File: src/rtl/uart_param_if.sv
// Byte-wide system-side bus of uart_param: TX write port, RX show-ahead read
// port and the two FIFO status flags.
interface uart_param_if #(
  parameter int DBIT = 8
);
  logic            wr_uart;
  logic [DBIT-1:0] w_data;
  logic            rd_uart;
  logic [DBIT-1:0] r_data;
  logic            tx_full;
  logic            rx_empty;

  modport master (
    output wr_uart, w_data, rd_uart,
    input  r_data, tx_full, rx_empty
  );

  modport slave (
    input  wr_uart, w_data, rd_uart,
    output r_data, tx_full, rx_empty
  );
endinterface

File: src/rtl/uart_param.sv
// Parametrised full-duplex UART: shared baud tick, 16x-oversampled RX/TX FSMs,
// a FIFO on each side and sticky parity/framing/overrun flags.
module uart_param_fifo #(
  parameter int DW = 8,
  parameter int AW = 2
) (
  input  logic          clk,
  input  logic          reset,
  input  logic          wr_i,
  input  logic [DW-1:0] w_data_i,
  input  logic          rd_i,
  output logic [DW-1:0] r_data_o,
  output logic          full_o,
  output logic          empty_o
);
  logic [DW-1:0] mem_q [2**AW];
  logic [AW:0]   wr_ptr_q, rd_ptr_q;
  logic          do_wr, do_rd;

  assign empty_o = (wr_ptr_q == rd_ptr_q);
  assign full_o  = (wr_ptr_q[AW] != rd_ptr_q[AW]) &&
                   (wr_ptr_q[AW-1:0] == rd_ptr_q[AW-1:0]);
  // A write on full only proceeds if the head is leaving in the same clock.
  assign do_rd   = rd_i && !empty_o;
  assign do_wr   = wr_i && (!full_o || rd_i);

  always_ff @(posedge clk) begin
    if (reset) begin
      wr_ptr_q <= '0;
      rd_ptr_q <= '0;
    end else begin
      wr_ptr_q <= wr_ptr_q + {{AW{1'b0}}, do_wr};
      rd_ptr_q <= rd_ptr_q + {{AW{1'b0}}, do_rd};
    end
  end

  // NOTE: the storage array is deliberately not reset; the pointers alone
  // decide which entries are valid, and r_data_o is forced to 0 while empty.
  always_ff @(posedge clk) begin
    if (do_wr) mem_q[wr_ptr_q[AW-1:0]] <= w_data_i;
  end

  assign r_data_o = empty_o ? '0 : mem_q[rd_ptr_q[AW-1:0]];
endmodule

module uart_param #(
  parameter int DBIT    = 8,
  parameter int SB_TICK = 16,
  parameter int FIFO_W  = 2,
  parameter int DVSR_W  = 11
) (
  input  logic              clk,
  input  logic              reset,
  input  logic [DVSR_W-1:0] dvsr,
  input  logic [1:0]        par_mode,
  uart_param_if.slave       bus,
  input  logic              rx,
  output logic              tx,
  output logic              parity_err,
  output logic              frame_err,
  output logic              overrun,
  input  logic              clr_err
);
  typedef enum logic [2:0] {S_IDLE, S_START, S_DATA, S_PARITY, S_STOP} state_e;

  localparam int TW = $clog2((SB_TICK > 16) ? SB_TICK : 16);
  localparam int NW = $clog2(DBIT);
  localparam logic [TW-1:0] T_HALF     = TW'(7);
  localparam logic [TW-1:0] T_BIT_END  = TW'(15);
  localparam logic [TW-1:0] T_STOP_END = TW'(SB_TICK - 1);
  localparam logic [NW-1:0] N_LAST     = NW'(DBIT - 1);

  logic par_en, par_odd;
  assign par_en  = (par_mode == 2'b01) || (par_mode == 2'b10);
  assign par_odd = (par_mode == 2'b01);

  // Baud generator; >= lets a freshly lowered dvsr take effect at once.
  logic [DVSR_W-1:0] cnt_q, cnt_d;
  logic              tick;
  assign tick  = (cnt_q >= dvsr);
  assign cnt_d = tick ? '0 : cnt_q + DVSR_W'(1);

  // NOTE: every clocked block uses non-blocking assignments so all registers
  // update from the same pre-edge values regardless of statement order.
  always_ff @(posedge clk) begin
    if (reset) cnt_q <= '0;
    else       cnt_q <= cnt_d;
  end

  logic rx_meta_q, rx_sync_q;
  always_ff @(posedge clk) begin
    if (reset) begin
      rx_meta_q <= 1'b1;
      rx_sync_q <= 1'b1;
    end else begin
      rx_meta_q <= rx;
      rx_sync_q <= rx_meta_q;
    end
  end

  state_e          rx_state_q;
  logic [TW-1:0]   rx_s_q;
  logic [NW-1:0]   rx_n_q;
  logic [DBIT-1:0] rx_b_q;
  logic            rx_push, rx_full, rx_par_bad, rx_frame_bad, rx_ovr;

  assign rx_push      = (rx_state_q == S_STOP) && tick && (rx_s_q == T_STOP_END);
  assign rx_frame_bad = rx_push && !rx_sync_q;
  assign rx_par_bad   = (rx_state_q == S_PARITY) && tick && (rx_s_q == T_BIT_END) &&
                        ((^rx_b_q ^ rx_sync_q) != par_odd);
  assign rx_ovr       = rx_push && rx_full && !bus.rd_uart;

  always_ff @(posedge clk) begin
    if (reset) begin
      rx_state_q <= S_IDLE;
      rx_s_q     <= '0;
      rx_n_q     <= '0;
      rx_b_q     <= '0;
    end else begin
      case (rx_state_q)
        S_IDLE: if (!rx_sync_q) begin
          rx_state_q <= S_START;
          rx_s_q     <= '0;
        end
        S_START: if (tick) begin
          if (rx_s_q == T_HALF) begin
            // A start bit that does not survive to mid-bit is line noise.
            if (!rx_sync_q) begin
              rx_state_q <= S_DATA;
              rx_s_q     <= '0;
              rx_n_q     <= '0;
            end else begin
              rx_state_q <= S_IDLE;
            end
          end else rx_s_q <= rx_s_q + TW'(1);
        end
        S_DATA: if (tick) begin
          if (rx_s_q == T_BIT_END) begin
            rx_s_q <= '0;
            rx_b_q <= {rx_sync_q, rx_b_q[DBIT-1:1]};
            if (rx_n_q == N_LAST) rx_state_q <= par_en ? S_PARITY : S_STOP;
            else                  rx_n_q     <= rx_n_q + NW'(1);
          end else rx_s_q <= rx_s_q + TW'(1);
        end
        S_PARITY: if (tick) begin
          if (rx_s_q == T_BIT_END) begin
            rx_s_q     <= '0;
            rx_state_q <= S_STOP;
          end else rx_s_q <= rx_s_q + TW'(1);
        end
        S_STOP: if (tick) begin
          if (rx_s_q == T_STOP_END) rx_state_q <= S_IDLE;
          else                      rx_s_q     <= rx_s_q + TW'(1);
        end
        default: rx_state_q <= S_IDLE;
      endcase
    end
  end

  uart_param_fifo #(.DW(DBIT), .AW(FIFO_W)) u_rx_fifo (
    .clk      (clk),
    .reset    (reset),
    .wr_i     (rx_push),
    .w_data_i (rx_b_q),
    .rd_i     (bus.rd_uart),
    .r_data_o (bus.r_data),
    .full_o   (rx_full),
    .empty_o  (bus.rx_empty)
  );

  state_e          tx_state_q;
  logic [TW-1:0]   tx_s_q;
  logic [NW-1:0]   tx_n_q;
  logic [DBIT-1:0] tx_b_q;
  logic            tx_par_q, tx_q;
  logic [DBIT-1:0] tx_head;
  logic            tx_empty, tx_frame_end, tx_pop;

  // Popping on the last stop tick chains frames with no idle gap.
  assign tx_frame_end = (tx_state_q == S_STOP) && tick && (tx_s_q == T_STOP_END);
  assign tx_pop       = !tx_empty && ((tx_state_q == S_IDLE) || tx_frame_end);

  always_ff @(posedge clk) begin
    if (reset) begin
      tx_state_q <= S_IDLE;
      tx_s_q     <= '0;
      tx_n_q     <= '0;
      tx_b_q     <= '0;
      tx_par_q   <= 1'b0;
      tx_q       <= 1'b1;
    end else if (tx_pop) begin
      tx_state_q <= S_START;
      tx_s_q     <= '0;
      tx_n_q     <= '0;
      tx_b_q     <= tx_head;
      tx_par_q   <= ^tx_head;
      tx_q       <= 1'b0;
    end else begin
      case (tx_state_q)
        S_IDLE: tx_q <= 1'b1;
        S_START: if (tick) begin
          if (tx_s_q == T_BIT_END) begin
            tx_state_q <= S_DATA;
            tx_s_q     <= '0;
            tx_q       <= tx_b_q[0];
          end else tx_s_q <= tx_s_q + TW'(1);
        end
        S_DATA: if (tick) begin
          if (tx_s_q == T_BIT_END) begin
            tx_s_q <= '0;
            tx_b_q <= tx_b_q >> 1;
            if (tx_n_q == N_LAST) begin
              tx_state_q <= par_en ? S_PARITY : S_STOP;
              tx_q       <= par_en ? (tx_par_q ^ par_odd) : 1'b1;
            end else begin
              tx_n_q <= tx_n_q + NW'(1);
              tx_q   <= tx_b_q[1];
            end
          end else tx_s_q <= tx_s_q + TW'(1);
        end
        S_PARITY: if (tick) begin
          if (tx_s_q == T_BIT_END) begin
            tx_state_q <= S_STOP;
            tx_s_q     <= '0;
            tx_q       <= 1'b1;
          end else tx_s_q <= tx_s_q + TW'(1);
        end
        S_STOP: if (tick) begin
          if (tx_s_q == T_STOP_END) tx_state_q <= S_IDLE;
          else                      tx_s_q     <= tx_s_q + TW'(1);
        end
        default: tx_state_q <= S_IDLE;
      endcase
    end
  end

  assign tx = tx_q;

  uart_param_fifo #(.DW(DBIT), .AW(FIFO_W)) u_tx_fifo (
    .clk      (clk),
    .reset    (reset),
    .wr_i     (bus.wr_uart),
    .w_data_i (bus.w_data),
    .rd_i     (tx_pop),
    .r_data_o (tx_head),
    .full_o   (bus.tx_full),
    .empty_o  (tx_empty)
  );

  // Sticky flags: a set in the same clock as clr_err wins.
  logic parity_err_q, frame_err_q, overrun_q;
  always_ff @(posedge clk) begin
    if (reset) begin
      parity_err_q <= 1'b0;
      frame_err_q  <= 1'b0;
      overrun_q    <= 1'b0;
    end else begin
      parity_err_q <= rx_par_bad   | (parity_err_q & ~clr_err);
      frame_err_q  <= rx_frame_bad | (frame_err_q  & ~clr_err);
      overrun_q    <= rx_ovr       | (overrun_q    & ~clr_err);
    end
  end

  assign parity_err = parity_err_q;
  assign frame_err  = frame_err_q;
  assign overrun    = overrun_q;
endmodule

File: src/flat_wrapper.sv
// flat-port wrapper written by rule: the top's interface ports become plain ports
module uart_param_flat 
#(
  parameter int DBIT    = 8,
  parameter int SB_TICK = 16,
  parameter int FIFO_W  = 2,
  parameter int DVSR_W  = 11
)
  (clk, reset, dvsr, par_mode, rx, tx, parity_err, frame_err, overrun, clr_err, bus_wr_uart, bus_w_data, bus_rd_uart, bus_r_data, bus_tx_full, bus_rx_empty);
  uart_param_if #(.DBIT(DBIT)) bus_i ();
  input  logic clk;
  input  logic reset;
  input  logic [DVSR_W-1:0] dvsr;
  input  logic [1:0] par_mode;
  input  logic rx;
  output logic tx;
  output logic parity_err;
  output logic frame_err;
  output logic overrun;
  input  logic clr_err;
  input wire logic [$bits(bus_i.wr_uart)-1:0] bus_wr_uart;
  input wire logic [$bits(bus_i.w_data)-1:0] bus_w_data;
  input wire logic [$bits(bus_i.rd_uart)-1:0] bus_rd_uart;
  output wire logic [$bits(bus_i.r_data)-1:0] bus_r_data;
  output wire logic [$bits(bus_i.tx_full)-1:0] bus_tx_full;
  output wire logic [$bits(bus_i.rx_empty)-1:0] bus_rx_empty;
  assign bus_i.wr_uart = bus_wr_uart;
  assign bus_i.w_data = bus_w_data;
  assign bus_i.rd_uart = bus_rd_uart;
  assign bus_r_data = bus_i.r_data;
  assign bus_tx_full = bus_i.tx_full;
  assign bus_rx_empty = bus_i.rx_empty;
  uart_param #(.DBIT(DBIT), .SB_TICK(SB_TICK), .FIFO_W(FIFO_W), .DVSR_W(DVSR_W)) u_core (.clk(clk), .reset(reset), .dvsr(dvsr), .par_mode(par_mode), .bus(bus_i), .rx(rx), .tx(tx), .parity_err(parity_err), .frame_err(frame_err), .overrun(overrun), .clr_err(clr_err));
endmodule
File: config.mk
export PLATFORM = sky130hd
export DESIGN_NAME = uart_param_flat
export DESIGN_NICKNAME = d
export VERILOG_FILES = /design/src/rtl/uart_param_if.sv /design/src/rtl/uart_param.sv /design/src/flat_wrapper.sv
export SDC_FILE = /design/constraint.sdc
export NUM_CORES = 1
export LEC_CHECK = 0
export BUFFER_PORTS_ARGS = -buffer_cell sky130_fd_sc_hd__buf_4
export CAP_MARGIN = 20
export CORE_ASPECT_RATIO = 2
export CORE_UTILIZATION = 50
export CTS_CLUSTER_DIAMETER = 30
export DETAILED_ROUTE_END_ITERATION = 16
export GPL_TIMING_DRIVEN = 0
export PLACE_DENSITY = 0.79
export SYNTH_ARGS = -nofsm -noshare
export SYNTH_HDL_FRONTEND = slang
export SYNTH_SLANG_ARGS = --single-unit
export TNS_END_PERCENT = 10
File: constraint.sdc
create_clock -name clk -period 4.14 [get_ports clk]
set_input_delay 0.828 -clock clk [delete_from_list [all_inputs] [get_ports clk]]
set_output_delay 0.828 -clock clk [all_outputs]
set_load 0.02 [all_outputs]
==> summary.md <==
| Metric | Value |
|---|---|
| GRT overflow | 0 |
| Port buffer count | 40 |
| WL/cell | roughly 17 µm |
| Slowest-stage cell, CP | a21oi_4 |
| First-pass GRT wire length | 20,100 µm |
| Area of the mapped netlist | 6150 µm² |
| Switch share | 0.268 |
| Min Tclk post-route | ~3200 ps |
| # IOs | 41 |
| GRT Total Usage | 0.211 |
| DRT iter0 DRCs | ~160 |
| Row count | 57 |
| # DRC | 0 |
| Core box area | 12,100 µm² |
| Setup TNS | 0 ps |
| Routed WL | roughly 12,000 µm |
| Crit. End Element | register |
| Post-CTS Setup Inserts | 0 |
| Primary FF master, synth | dfxtp_1 |
| Vias/cell | 5.74 |
| ANT cells | 0 |
| Mapped Nets | 576 |
| Largest family of logic cells by synthesized area | compound AO/OA/AOI/OAI gates |
| Static leakage | about 0.0027 µW |
| Most common cell after layout, fill and taps aside | dfxtp_1 |
| Internal Pwr Total | about 2700 µW |
| Clk root buf | clkbuf_16 |
| Worst-Margin Slew | roughly 800 ps |
| Crit path cell chain | buf_4, inv_1, ha_1, and3_1, a22o_1, o21ai_4, nand2_1, a21oi_4, inv_2, ha_1, ha_1, xnor2_1, nor2_1 |
| Synth Area in Simple Gates | 0.116 |
| NumNets Final | 639 |
| Area leader, netlist | edfxtp_1 |
| WHS | about 410 ps |
| Die width | 80.4 µm |
| Initial antenna violation count | 0 |
| Final core occ | 0.601 |
| Post-route insts no fill | approximately 750 |
| DRT Pass-1 Iters | 4 |
| Mapped Avg Cell Area | around 12 µm² |
| Initial core utilization | 0.510 |
| Number of clock sinks | 130 |
| Total power draw | about 3600 µW |
| Clock transition at path regs | 60 ps |
| CTS tree | built |
| Sequential share of power | 0.409 |
| Layout cell share with drive strength beyond 1 | 0.186 |
| Area growth, synth to finish | 17.8% |
| Xor-xnor portion of the synthesized cell area | 0.0584 |
| Vias in the first global route | between 4,000 and 5,000 |
| Worst Setup Start Kind | input port |
| Post-synthesis cell type count | 63 |
| Normalized max-slew margin | 0.468 |
| Via count | 4,276 |
| Die height | 159 µm |
| RSZ-0062 raised after global routing | no |
| Final Hold Fails | 0 |
| GPL Wtd Cong | 0.888 |
| Htree depth | 4 |
| Total CTS buffers | 17 |
| Cell mode on critical path | ha_1 |
| Crit-path max cell delay | 330 ps |
| Fin crit share | 0.770 |
| Antenna viol nets, final | 0 |
| Synth top area share | 0.313 |
| Critical Path RT | 4430 ps |
| Die Area | 12,800 µm² |
| Area contributors post-synth | edfxtp_1 (31%), dfxtp_1 (21%), mux4_2 (5.9%), ha_1 (5.5%), xnor2_1 (4.6%) |
| Status | complete, no violations |
| Comb power frac | 0.181 |
| Flops & latches, synth | 130 |
| Worst EP arrival | 3470 ps |
| Largest net degree at the start of global routing | 17 |
| Switching power | 978 µW |
| Setup CP Type | in2reg |
| Commonest non-fill, non-tap cells in the layout | dfxtp_1 (66), edfxtp_1 (64), nor2_1 (50), buf_4 (42), xnor2_1 (32) |
| Sequential area share after synthesis | 0.527 |
| Clock share of power | 0.411 |
| Worst min-delay path class | reg2reg |
| Fin. max-slew vios | 0 |
| Crit Path Max Fanout | 9 |
| Async S/R FF share, synth | 0 |
| HPWL after DPL | just over 9000 µm |
| Clock Latency Late Sink | 420 ps |
| Final Skew | 10.4 ps |
| Syn Inst Count | between 500 and 600 |
| Adder-cell share of the synthesized area | 0.0549 |
| Clock Path Buffers | 2 |
| Hold Buf Count CTS | 0 |
| Mux contribution to synthesized area | 0.0944 |
| Final Setup Violations | 0 |
| Placed cell count | slightly above 700 |
| Post-synthesis compound-gate area fraction | 0.119 |
| Total of max-cap violations | 0 |
| Post-synth EDFFs | 64 |
| Pwr Density | between 500 and 600 nW/µm² |
| Yosys warning count | 0 |
| Post_cts resized | 0 |
| Maximum vdd drop | 0.000422 V |
| F_max | 0.314 GHz |
## critical path, delay by kind of cell
| kind | cells | cell delay [ps] |
|---|---|---|
| and+or+nand+nor | 3 | 580 |
| AOI/OAI and AO/OA | 3 | 930 |
| buffers and inverters | 3 | 280 |
| xor gates and xnor gates | 1 | 140 |
| adders and majority gates | 3 | 710 |
## cell families (layout without fill, tap and decap cells)
logic type	after synthesis	in the layout
muxes	38	38
xor gates and xnor gates	41	41
AOI/OAI and AO/OA	95	95
DFF	130	130
and+or+nand+nor	145	145
adders and majority gates	27	27
buffers and inverters	46	122
## cell type report
type	instances	area, µm²
Inverter	26	97.6
Sequential cell	130	3240
Fill cell	921	4810
Tap cell	147	184
Multi-Input combinational cell	346	2720
Timing Repair Buffer	44	320
Clock buffer	19	433
Clock inverter	13	160
Buffer	20	87.6
## per-layer routing
| layer | GRT usage | routed length [µm] | vias up |
|---|---|---|---|
| li1 | - | - | 2042 |
| met1 | 0.182 | 4220 | 2069 |
| met2 | 0.405 | 7250 | 129 |
| met3 | 0.0638 | 506 | 36 |
| met4 | 0.113 | 416 | 0 |
| met5 | 0 | 0 | - |
## synth_stat cells, types with 5 or more instances
library cell	count
nand2_1	23
mux2i_1	22
dfxtp_1	66
o21ai_0	8
a211oi_1	13
inv_1	25
nor2_1	50
a21oi_1	28
edfxtp_1	64
nor2b_1	19
ha_1	27
nand3_1	9
and3_1	7
a31oi_1	5
mux4_2	16
nor3_1	10
or3_1	7
xor2_1	9
xnor2_1	32
clkbuf_1	13
## power groups by stage
stage / logic [µW] / registers, µW / clock network, µW
final: 658 / 1490 / 1500
after global routing: 727 / 1490 / 1560
after CTS: 653 / 1490 / 1510
after detailed placement: 645 / 1510 / 0
after global placement: 626 / 1510 / 0
after floorplan: 500 / 1500 / 0
## registers in the layout, indices dropped and copies added (netlist names)
signal,flops
u_core.u_rx_fifo.wr_ptr_q,3
u_core.rx_sync_q,1
u_core.u_rx_fifo.mem_q,32
u_core.tx_state_q,3
u_core.tx_b_q,8
u_core.cnt_q,11
u_core.tx,1
u_core.u_tx_fifo.wr_ptr_q,3
u_core.rx_state_q,3
u_core.overrun,1
u_core.tx_n_q,3
u_core.parity_err,1
u_core.tx_s_q,4
u_core.frame_err,1
u_core.u_tx_fifo.mem_q,32
u_core.rx_b_q,8
u_core.rx_meta_q,1
u_core.rx_n_q,3
u_core.rx_s_q,4
u_core.u_tx_fifo.rd_ptr_q,3
u_core.u_rx_fifo.rd_ptr_q,3
u_core.tx_par_q,1
## per-stage QoR
step / area (µm²) / worst slack [ps]
finish: 7250 / 953
global placement: 6630 / 241
global route: 7250 / 793
detailed placement: 6650 / 541
floorplan: 6150 / 911
CTS: 7250 / 911
## path summary, 6_finish.rpt
check,start,to,slack [ps],cells after the start
max,dvsr[6],u_core.u_tx_fifo.rd_ptr_q[2],950,13
min,u_core.rx_meta_q,u_core.rx_sync_q,410,1
max reg2reg,u_core.cnt_q[6],u_core.u_tx_fifo.rd_ptr_q[2],1080,11
min reg2reg,u_core.rx_meta_q,u_core.rx_sync_q,410,1
No activity file was read; power rests on OpenSTA's default activity.
